===== config.mk =====
export PLATFORM = sky130hd
export DESIGN_NAME = mul_div_unit_flat
export DESIGN_NICKNAME = d
export VERILOG_FILES = /design/src/rtl/mul_div_unit_if.sv /design/src/rtl/mul_div_unit.sv /design/src/flat_wrapper.sv
export SDC_FILE = /design/constraint.sdc
export NUM_CORES = 1
export LEC_CHECK = 0
export CAP_MARGIN = 20
export CORE_MARGIN = 1
export CORE_UTILIZATION = 45
export CTS_CLUSTER_SIZE = 24
export DETAILED_ROUTE_END_ITERATION = 10
export SYNTH_ARGS = -nofsm -noshare
export SYNTH_HDL_FRONTEND = slang
export SYNTH_SLANG_ARGS = --single-unit

===== constraint.sdc =====
create_clock -name CLK -period 16.1 [get_ports CLK]
set_input_delay 3.22 -clock CLK [delete_from_list [all_inputs] [get_ports CLK]]
set_output_delay 3.22 -clock CLK [all_outputs]
set_load 0.03 [all_outputs]

===== src/rtl/mul_div_unit_if.sv =====
// Request/response bundle for the iterative multiply/divide unit.
interface mul_div_unit_if #(
  parameter int XLEN = 32,
  parameter int OP_W = 3
);
  logic            in_valid;
  logic            in_ready;
  logic [OP_W-1:0] op;
  logic [XLEN-1:0] in1;
  logic [XLEN-1:0] in2;
  logic            flush;
  logic            out_valid;
  logic            out_ready;
  logic [XLEN-1:0] out;
  logic            div_zero;
  logic            overflow;

  modport master (
    output in_valid, op, in1, in2, flush, out_ready,
    input  in_ready, out_valid, out, div_zero, overflow
  );

  modport slave (
    input  in_valid, op, in1, in2, flush, out_ready,
    output in_ready, out_valid, out, div_zero, overflow
  );
endinterface


===== src/rtl/mul_div_unit.sv =====
// Iterative RV-style MUL/DIV: shift-add multiply and restoring divide on
// magnitudes, one bit per cycle, with single-cycle fast path for div special cases.
module mul_div_unit #(
  parameter int XLEN = 32,
  parameter int OP_W = 3
) (
  input logic           CLK,
  input logic           nRST,
  mul_div_unit_if.slave bus
);
  localparam int CW = $clog2(XLEN);
  localparam logic [OP_W-1:0] OP_MUL    = OP_W'(0);
  localparam logic [OP_W-1:0] OP_MULH   = OP_W'(1);
  localparam logic [OP_W-1:0] OP_MULHSU = OP_W'(2);
  localparam logic [OP_W-1:0] OP_DIV    = OP_W'(4);
  localparam logic [OP_W-1:0] OP_REM    = OP_W'(6);
  localparam logic [XLEN-1:0] SMIN      = {1'b1, {(XLEN-1){1'b0}}};

  typedef enum logic [1:0] {IDLE, CALC, DONE} state_t;

  state_t            state_q, state_d;
  logic [CW-1:0]     cnt_q, cnt_d;
  logic [2*XLEN-1:0] acc_q, acc_d;
  logic [XLEN-1:0]   b_q, b_d, res_q, res_d;
  logic [OP_W-1:0]   op_q, op_d;
  logic              neg_q, neg_d, dz_q, dz_d, ov_q, ov_d;

  // Incoming request decode
  logic            is_div, is_rem, s1, s2, neg1, neg2, dz_in, ov_in;
  logic [XLEN-1:0] mag1, mag2;

  assign is_div = bus.op[2];
  assign is_rem = bus.op[2] & bus.op[1];
  assign s1     = (bus.op == OP_MUL) || (bus.op == OP_MULH) || (bus.op == OP_MULHSU) ||
                  (bus.op == OP_DIV) || (bus.op == OP_REM);
  assign s2     = (bus.op == OP_MUL) || (bus.op == OP_MULH) ||
                  (bus.op == OP_DIV) || (bus.op == OP_REM);
  assign neg1   = s1 & bus.in1[XLEN-1];
  assign neg2   = s2 & bus.in2[XLEN-1];
  assign mag1   = neg1 ? -bus.in1 : bus.in1;
  assign mag2   = neg2 ? -bus.in2 : bus.in2;
  assign dz_in  = is_div && (bus.in2 == '0);
  assign ov_in  = ((bus.op == OP_DIV) || (bus.op == OP_REM)) &&
                  (bus.in1 == SMIN) && (bus.in2 == '1);

  // One iteration step. acc holds {hi, lo}: product/multiplier for mul,
  // partial remainder/quotient for div.
  logic [XLEN:0]     sum, top, diff;
  logic [2*XLEN-1:0] mul_nxt, div_nxt, step;

  always_comb begin
    sum     = {1'b0, acc_q[2*XLEN-1:XLEN]} + (acc_q[0] ? {1'b0, b_q} : '0);
    mul_nxt = {sum, acc_q[XLEN-1:1]};
    top     = acc_q[2*XLEN-1:XLEN-1];
    diff    = top - {1'b0, b_q};
    div_nxt = diff[XLEN] ? {acc_q[2*XLEN-2:0], 1'b0}
                         : {diff[XLEN-1:0], acc_q[XLEN-2:0], 1'b1};
    step    = op_q[2] ? div_nxt : mul_nxt;
  end

  function automatic logic [XLEN-1:0] finalize(input logic [2*XLEN-1:0] acc,
                                               input logic [OP_W-1:0]   o,
                                               input logic              neg);
    logic [2*XLEN-1:0] prod;
    logic [XLEN-1:0]   q, r;
    prod = neg ? -acc : acc;
    q    = neg ? -acc[XLEN-1:0] : acc[XLEN-1:0];
    r    = neg ? -acc[2*XLEN-1:XLEN] : acc[2*XLEN-1:XLEN];
    if (o == OP_MUL)  return prod[XLEN-1:0];
    else if (!o[2])   return prod[2*XLEN-1:XLEN];
    else if (!o[1])   return q;
    else              return r;
  endfunction

  always_comb begin
    state_d = state_q;
    cnt_d   = cnt_q;
    acc_d   = acc_q;
    b_d     = b_q;
    res_d   = res_q;
    op_d    = op_q;
    neg_d   = neg_q;
    dz_d    = dz_q;
    ov_d    = ov_q;
    case (state_q)
      IDLE: if (bus.in_valid && !bus.flush) begin
        op_d  = bus.op;
        dz_d  = dz_in;
        ov_d  = ov_in;
        cnt_d = '0;
        // Remainder takes the dividend's sign; everything else the XOR.
        neg_d = is_rem ? neg1 : (neg1 ^ neg2);
        if (dz_in || ov_in) begin
          state_d = DONE;
          if (dz_in) res_d = bus.op[1] ? bus.in1 : '1;
          else       res_d = (bus.op == OP_DIV) ? SMIN : '0;
        end else begin
          state_d = CALC;
          b_d     = is_div ? mag2 : mag1;
          acc_d   = {{XLEN{1'b0}}, (is_div ? mag1 : mag2)};
        end
      end
      CALC: begin
        if (bus.flush) begin
          state_d = IDLE;
        end else begin
          acc_d = step;
          cnt_d = cnt_q + 1'b1;
          if (cnt_q == CW'(XLEN-1)) begin
            state_d = DONE;
            res_d   = finalize(step, op_q, neg_q);
          end
        end
      end
      DONE: if (bus.flush || bus.out_ready) state_d = IDLE;
      default: state_d = IDLE;
    endcase
  end

  always_ff @(posedge CLK or negedge nRST) begin
    if (!nRST) begin
      state_q <= IDLE;
      cnt_q   <= '0;
      acc_q   <= '0;
      b_q     <= '0;
      res_q   <= '0;
      op_q    <= '0;
      neg_q   <= 1'b0;
      dz_q    <= 1'b0;
      ov_q    <= 1'b0;
    end else begin
      state_q <= state_d;
      cnt_q   <= cnt_d;
      acc_q   <= acc_d;
      b_q     <= b_d;
      res_q   <= res_d;
      op_q    <= op_d;
      neg_q   <= neg_d;
      dz_q    <= dz_d;
      ov_q    <= ov_d;
    end
  end

  assign bus.in_ready  = (state_q == IDLE);
  assign bus.out_valid = (state_q == DONE);
  assign bus.out       = (state_q == DONE) ? res_q : '0;
  assign bus.div_zero  = (state_q == DONE) & dz_q;
  assign bus.overflow  = (state_q == DONE) & ov_q;
endmodule


===== src/flat_wrapper.sv =====
// flat-port wrapper written by rule: the top's interface ports become plain ports
module mul_div_unit_flat 
#(
  parameter int XLEN = 32,
  parameter int OP_W = 3
)
  (CLK, nRST, bus_in_valid, bus_op, bus_in1, bus_in2, bus_flush, bus_out_ready, bus_in_ready, bus_out_valid, bus_out, bus_div_zero, bus_overflow);
  mul_div_unit_if #(.XLEN(XLEN), .OP_W(OP_W)) bus_i ();
  input logic CLK;
  input logic nRST;
  input wire logic [$bits(bus_i.in_valid)-1:0] bus_in_valid;
  input wire logic [$bits(bus_i.op)-1:0] bus_op;
  input wire logic [$bits(bus_i.in1)-1:0] bus_in1;
  input wire logic [$bits(bus_i.in2)-1:0] bus_in2;
  input wire logic [$bits(bus_i.flush)-1:0] bus_flush;
  input wire logic [$bits(bus_i.out_ready)-1:0] bus_out_ready;
  output wire logic [$bits(bus_i.in_ready)-1:0] bus_in_ready;
  output wire logic [$bits(bus_i.out_valid)-1:0] bus_out_valid;
  output wire logic [$bits(bus_i.out)-1:0] bus_out;
  output wire logic [$bits(bus_i.div_zero)-1:0] bus_div_zero;
  output wire logic [$bits(bus_i.overflow)-1:0] bus_overflow;
  assign bus_i.in_valid = bus_in_valid;
  assign bus_i.op = bus_op;
  assign bus_i.in1 = bus_in1;
  assign bus_i.in2 = bus_in2;
  assign bus_i.flush = bus_flush;
  assign bus_i.out_ready = bus_out_ready;
  assign bus_in_ready = bus_i.in_ready;
  assign bus_out_valid = bus_i.out_valid;
  assign bus_out = bus_i.out;
  assign bus_div_zero = bus_i.div_zero;
  assign bus_overflow = bus_i.overflow;
  mul_div_unit #(.XLEN(XLEN), .OP_W(OP_W)) u_core (.CLK(CLK), .nRST(nRST), .bus(bus_i));
endmodule

; Word level (Yosys, flattened, before mapping)
; Index checks and enable logic that the tools add are counted.
[word_totals]
wordCells = 101
reg_bits = 141
input_bits = 72
output_inout_bits = 36
[op_classes]
reduce_logical = 25
muxes = 36
add_sub_neg = 8
n_bitwise = 7
n_eq_ne = 16
[ops]
columns = operator, n
row1 = 2-to-1 mux 32 bit, 18
row2 = 2-to-1 mux 64 bit, 6
row3 = negator 32 bit, 4
row4 = one-hot mux 64 bit (2 select lines), 1
row5 = equality test 32 bit (second input constant), 2
row6 = negator 64 bit, 1
row7 = one-hot mux 32 bit (2 select lines), 1
row8 = adder 32 x 33 -> 33 bit, 1
row9 = subtractor 33 x 32 -> 33 bit, 1
row10 = logical NOT 32 bit, 1
row11 = 2-to-1 mux 2 bit, 5
row12 = 2-to-1 mux 5 bit, 2
row13 = one-hot mux 5 bit (2 select lines), 1
row14 = logical OR 1 bit, 9
row15 = AND reduction 3 bit, 3
row16 = != test 2 x 1 -> 1 bit (second input constant), 4
row17 = equality test 3 bit (second input constant), 2
row18 = logical NOT 3 bit, 2
row19 = one-hot mux 2 bit (3 select lines), 1
row20 = adder 5 x 1 -> 5 bit (second input constant), 1
row21 = bitwise AND 1 bit, 5
row22 = equality test 5 bit (second input constant), 1
row23 = AND reduction 5 bit, 1
row24 = logical AND 1 bit, 4
row25 = 14 further kinds, 15

; Longest topological paths before layout
; Gate-level depths: netlist (run 1).
[logic_depth]
word_depth = 11
mapped_depth = 24
ltp_nobuf = 23

; Least setup slack after synthesis (run 1)
; No wires, ideal clock.
[synth_path]
path_type = input port to flip-flop
start = input port bus_in1[1]
end = register u_core.res_q[26]
t_arrival_ns = 6.191
required_ns = 15.973
stages = 15
setup_slack_ns = 9.782
setup_ns = 0.127
path_buffers = 2
path_cell_list = inv_1 > ha_1 > nand3_1 > or3b_2 > nor4_1 > nand2_1 > o22ai_1 > a31oi_1 > or3_1 > clkbuf_1 > clkbuf_1 > a21oi_1 > o211ai_1 > a21oi_1 > a21oi_1
[synth_between]
elab_chain_len = 6
[synth_lines]
columns = element, line_no
row1 = start: declaration, flat_wrapper.sv:13  ; input wire logic [$bits(bus_i.in1)-1:0] bus_in1;
row2 = equality test 32 bit, mul_div_unit.sv:44  ; (bus.in1 == SMIN) && (bus.in2 == '1);
row3 = logical AND 1 bit, mul_div_unit.sv:43  ; assign ov_in = ((bus.op == OP_DIV) || (bus.op == OP_REM)) &&
row4 = logical AND 1 bit, mul_div_unit.sv:44
row5 = logical OR 1 bit, mul_div_unit.sv:93  ; if (dz_in || ov_in) begin
row6 = != test 2 x 1 -> 1 bit (no source line), --
row7 = AND reduction 5 bit (no source line), --
row8 = end signal: assignment, mul_div_unit.sv:136  ; res_q <= res_d;
row9 = end: declaration, mul_div_unit.sv:24  ; logic [XLEN-1:0] b_q, b_d, res_q, res_d;
; No other way between the ends.
; A chain may end at the register's enable or synchronous reset.

; Final worst setup path (run 1)
[layout_path]
start = input port bus_in1[0]
end = register u_core.res_q[25]
; The elaborated chain is that of the path after synthesis.

==> results.ini, run 1 <==
[detailed_routing]
wl_met3_mm=6.14
via_per_inst=6.38
num_vias=17400
ant_nets=0
m1WireLength_mm=29.5
drtIter0Drc=1821
wl_per_cell_um=24.9
wirelength_mm=67.8
drtPass1Iterations=5
drc_errors=0
route.met2.wl_mm=29.3
highest-signal-layer=met4

[die]
start_util_pct=46.0
die_area_sq_mm=0.0363
io_pins=108
die_w_um=191
die_y_um=191
rows=68
core_sq_mm=0.0348

[global_routing]
grt_pass1_wl_mm=100
grt.total_usage_pct=37.4
antenna_found_initial=0
grt_max_degree=89
grt_pass1_vias=15900
grt.overflow.total=0

[sta]
slew_violations=0
setup_tns_ns=0
post-route-period-util_pct=46.0
grt_setup_unrepaired=no
setup_viol=0
fmax_mhz=135
fin_crit_ns=7.41
max_slew.worst_pin.slew_ns=1.14
fin_worst_skew_ns=0.0244
hold_viol_final=0
max_slew_margin_pct=22.8

[layout]
seqCellArea_sq_mm=0.00353
multi_input_comb_area_sq_mm=0.0117
fill_cells=3529
layout_common_cells=nand2_1, o21ai_0, a21oi_1, nor2_1, dfrtp_1
syn_to_final_growth_pct=12.0
final_layout_size_suffix_gt1_share_pct=5.34
antenna_cells=0
nets=2397
layout_commonest_cell=nand2_1

[synth]
ys.flop_type=dfrtp_1
netlist_instances=2232
yosys_warnings=0
synthArstFlopShare_pct=100
syn_avg_cell_area_sq_um=7.17
synth_seq_area_share_pct=22.0
synth-edff-count=0
ys_ff_latch=141
syn_area_sq_mm=0.0160
postSynthNetCount=2377
synthDistinctLibCells=95

[clock_network]
clock_sinks=141
cts_buffers=17
clk_pin_slew_worst_paths_ns=0.06
cts-root-buf=clkbuf_16
clk_path_buf_depth=2
cts_hold_buf=0
cts_setup_buffers=0
clkLatencyLatePin_ns=0.46
cts_resized=0
cts_tree=yes
h-tree-depth=4

[worst_setup_path]
endpoint_kind=flip-flop
startpoint=bus_in1[0]
cpMaxStageDelayCell=nor4_1
crit_path_max_fanout=16
crit_path_start_kind=primary input
critPathRequiredTime_ns=16.43
path_buf_inv=2
cp_top_family=simple AND/OR/NAND/NOR gates
worstPathArrival_ns=7.74
cp_cell_sequence=clkdlybuf4s50_1, inv_1, ha_1, nand3_1, or3b_2, nor4_1, nand2_1, o22ai_1, a31oi_1, or3_1, a2111oi_0, o311ai_0, a211oi_1, nor2_1
critPathMaxStageDelay_ns=0.65
reg2reg_from=u_core.acc_q[31]
path_class=in -> reg

[pwr]
p_switching_w=0.00250
switching_share_pct=58.7
finalPower_w=0.00425
p_int_w=0.00176
pwr_density_cell_mw_per_mm2=237
pwr-share-comb_pct=74.3
vdd_drop_max_uv=131
pwr-share-seq_pct=16.2
p_leak_nw=7.33
clkPwrFrac_pct=9.5

[hold_path]
hp-start=u_core.res_q[4]
hp-class=reg -> reg

[run]
drv_cap=0

[place]
dp_hpwl_mm=53.6
portBuffers=107
gp_congestion=0.971

[status]
status=complete, no violations

## power groups by stage
| stage | clock (W) | combinational (W) | sequential (W) |
|---|---|---|---|
| floorplan | 0 | 0.00219 | 0.000562 |
| global placement | 0 | 0.00303 | 0.000689 |
| detailed placement | 0 | 0.00306 | 0.000693 |
| CTS | 0.000406 | 0.00307 | 0.000686 |
| global route | 0.000419 | 0.00340 | 0.000702 |
| finish | 0.000404 | 0.00316 | 0.000691 |
## registers in the layout (all words and copies together) (netlist names)
signal,cells
u_core.res_q,32
u_core.ov_q,1
u_core.cnt_q,5
u_core.state_q,2
u_core.dz_q,1
u_core.acc_q,64
u_core.neg_q,1
u_core.b_q,32
u_core.op_q,3
## cell families after synthesis
family                   share of synthesized area [%]
AND/OR/NAND/NOR                                   24.7
AO/OA/AOI/OAI                                     29.8
buffers and inverters                             5.14
XOR/XNOR                                          8.76
flip-flops                                        22.0
adder cells (fa/ha/maj)                           5.80
multiplexers                                      3.80
## worst reg2reg max path: cells and delay by family, from the launching register on
kind | cells | cell delay (ns)
xor+xnor | 1 | 0.40
buf+inv | 5 | 0.83
compound gates | 8 | 2.40
flops | 1 | 0.44
simple gates | 9 | 2.23
fa+ha+maj | 3 | 0.89
## synth_stat cells, types with 12 or more instances
cell type	number	area (sq um)
a211oi_1	28	210
a21o_1	27	203
a21oi_1	211	1060
a22o_1	15	131
a31oi_1	32	200
and2_1	83	519
buf_2	19	95.1
clkbuf_1	102	383
dfrtp_1	141	3530
ha_1	71	888
inv_1	69	259
mux2_2	12	135
mux2i_1	45	450
nand2_1	275	1030
nand2b_1	15	93.8
nand3_1	40	200
nand4_1	25	156
nor2_1	210	788
nor2b_1	15	93.8
nor3_1	57	285
nor4_1	16	100
o211ai_1	23	173
o21a_1	20	150
o21ai_0	254	1270
o31ai_1	25	188
or3_1	19	119
xnor2_1	96	841
xor2_1	64	561
## stage by stage
step                util [%]  hold WS [ns]  std cells  setup WS [ns]  cell area (sq um)
floorplan                  -         0.440       2232           9.78              16000
global placement        49.8         0.459       2686           8.53              17300
detailed placement      49.8         0.467       2687           8.39              17300
CTS                     51.4         0.481       2719           8.84              17900
global route            51.5         0.505       2720           8.47              17900
finish                  51.5         0.477       2720           8.69              17900
## final cells by class
type,count,share of cell area (%)
Tap cell,455,3.18
Multi-Input combinational cell,1885,65.1
Inverter,70,1.47
Timing Repair Buffer,137,7.32
Clock buffer,19,2.47
Clock inverter,13,0.719
Sequential cell,141,19.7
## worst paths after layout
| path | end | slack [ns] | depth (start not counted) |
|---|---|---|---|
| max in group asynchronous | u_core.op_q[2] | 11.80 | 2 |
| min | u_core.res_q[4] | 0.48 | 2 |
| min in group asynchronous | u_core.acc_q[54] | 2.74 | 1 |
| max | u_core.res_q[25] | 8.69 | 14 |
| max reg2reg | u_core.res_q[12] | 8.83 | 26 |
| min reg2reg | u_core.res_q[4] | 0.48 | 2 |
## per-layer routing
| metal | GRT usage [%] | vias up |
|---|---|---|
| li1 | - | 8117 |
| met1 | 52.3 | 8305 |
| met2 | 56.0 | 826 |
| met3 | 6.90 | 115 |
| met4 | 15.7 | 0 |
| met5 | 0 | - |
Note: power is estimated with default switching activity, not from simulation.
==> run 2, diff against run 1 <==
Settings changed: PLACE_DENSITY set to 0.66.
Clock period 16.1 ns to 6.6 ns, I/O delays scaled along.
==> results.ini, run 2 (synthesis results as in run 1) <==
[status]
status=complete, no violations

[worst_setup_path]
critPathRequiredTime_ns=6.91
worstRegToRegCells=22
reg2reg_slack_ns=0.52
reg2reg_from=u_core.acc_q[31]
crit_path_start_kind=flip-flop
reg2reg_to=u_core.res_q[14]
crit_path_max_fanout=7
path_class=reg -> reg
endpoint_kind=flip-flop
worstPathArrival_ns=6.38

[global_routing]
grt.overflow.total=0
grt_max_degree=107
grt_pass1_wl_mm=102
grt.total_usage_pct=37.9
grt_pass1_vias=16200
antenna_found_initial=3

[place]
place_ws_ns=0.680
dp_hpwl_mm=54.6
portBuffers=107
gp_congestion=1.02
place_area_sq_mm=0.0174

[die]
core_sq_mm=0.0348
die_area_sq_mm=0.0363
start_util_pct=46.0
rows=68
die_y_um=191
io_pins=108
die_w_um=191

[detailed_routing]
drc_errors=0
via_per_inst=6.43
drtIter0Drc=1942
num_vias=17600
ant_nets=0
wirelength_mm=68.8
drtPass1Iterations=7
wl_per_cell_um=25.2

[sta]
post-route-period-util_pct=92.1
max_slew_margin_pct=23.7
fin_worst_skew_ns=0.0211
hold_ws_ns=0.488
hold_viol_final=0
max_slew.worst_pin.slew_ns=1.14
fin_ws_ns=0.524
setup_viol=0
fin_crit_ns=6.08
setup_tns_ns=0
grt_setup_unrepaired=no
slew_violations=0
fmax_mhz=165

[pwr]
p_leak_nw=7.39
finalPower_w=0.0104
vdd_drop_max_uv=342
pwr_density_cell_mw_per_mm2=578

[clock_network]
cts_tree=yes
cts_resized=0
clk_pin_slew_worst_paths_ns=0.07
clock_sinks=141
clkLatencyLatePin_ns=0.46
cts_buffers=17
clk_path_buf_depth=2
cts_hold_buf=0
h-tree-depth=4
cts-root-buf=clkbuf_16
cts_setup_buffers=0

[hold_path]
hp-start=u_core.res_q[8]
hp-class=reg -> reg
min_to=u_core.res_q[8]
hold_path_depth=2

[run]
drv_cap=0

[layout]
layout_common_cells=nand2_1, o21ai_0, a21oi_1, nor2_1, dfrtp_1
biggestRegsByFlops=u_core.acc_q (64), u_core.b_q (32), u_core.res_q (32)
finalInstanceArea_sq_mm=0.0180
syn_to_final_growth_pct=12.5
antenna_cells=0
largest_reg_flops=64
nets=2408
regMostFlops=u_core.acc_q
final_layout_size_suffix_gt1_share_pct=5.89
layout_commonest_cell=nand2_1

-- run 2: changes by cell type in the layout (fill, tap and decap cells not counted) --
| cell | previous run | this run |
|---|---|---|
| buf_1 | 1 | 0 |
| buf_12 | 0 | 1 |
| buf_16 | 1 | 0 |
| buf_4 | 29 | 41 |
| clkbuf_1 | 1 | 0 |
| clkbuf_8 | 1 | 0 |
| clkinv_4 | 1 | 3 |
| clkinv_8 | 0 | 1 |
| clkinvlp_4 | 4 | 3 |
-- run 2: worst max path at each step --
stage                startpoint                to  cells after the start
5_1_grt        u_core.acc_q[31]  u_core.res_q[14]                     22
3_3_place_gp   u_core.acc_q[31]  u_core.res_q[14]                     22
6_report       u_core.acc_q[31]  u_core.res_q[14]                     22
4_1_cts        u_core.acc_q[31]  u_core.res_q[14]                     22
3_5_place_dp   u_core.acc_q[31]  u_core.res_q[14]                     22
2_1_floorplan  u_core.acc_q[31]  u_core.res_q[22]                     23
-- run 2: final cells by class --
type / instances / area [sq um]
flip-flops and latches: 141 / 3530
clock buffers: 17 / 425
repair buffers: 148 / 1390
well taps: 455 / 569
clock inverters: 15 / 155
inverters: 70 / 263
fillers: 3481 / 16800
multi-input cells: 1885 / 11700
-- run 2: metrics by stage --
stage               util (%)  std cells
finish                  51.7       2731
global route            51.7       2731
global placement        50.1       2699
CTS                     51.7       2731
detailed placement      50.1       2699
floorplan                  -       2232
-- run 2: metal layers --
layer,up-vias,track usage (%),wire [um]
met5,-,0,27
met3,169,7.03,5850
met1,8385,52.1,30200
met4,4,20.6,3890
li1,8131,-,-
met2,881,55.9,28900
-- run 2: critical path, stage by stage (launching register included) --
cell	delay (ns)
dfrtp_1	0.40
inv_1	0.10
ha_1	0.17
inv_1	0.06
fa_1	0.42
a211oi_1	0.33
nor3_1	0.19
o21ai_1	0.38
a21boi_1	0.20
nor3_4	0.16
nor3_1	0.16
a21oi_1	0.28
ha_1	0.25
nand3_1	0.12
or3_1	0.38
or4_1	0.53
or2_1	0.36
o21ai_2	0.30
nand3_2	0.19
o21ai_0	0.24
xnor2_1	0.09
a221oi_1	0.48
o21ai_0	0.14
-- run 2: where the power goes --
| group | switching (W) | internal [W] |
|---|---|---|
| registers | 0.000487 | 0.00115 |
| logic | 0.00514 | 0.00265 |
| clock network | 0.000457 | 0.000531 |
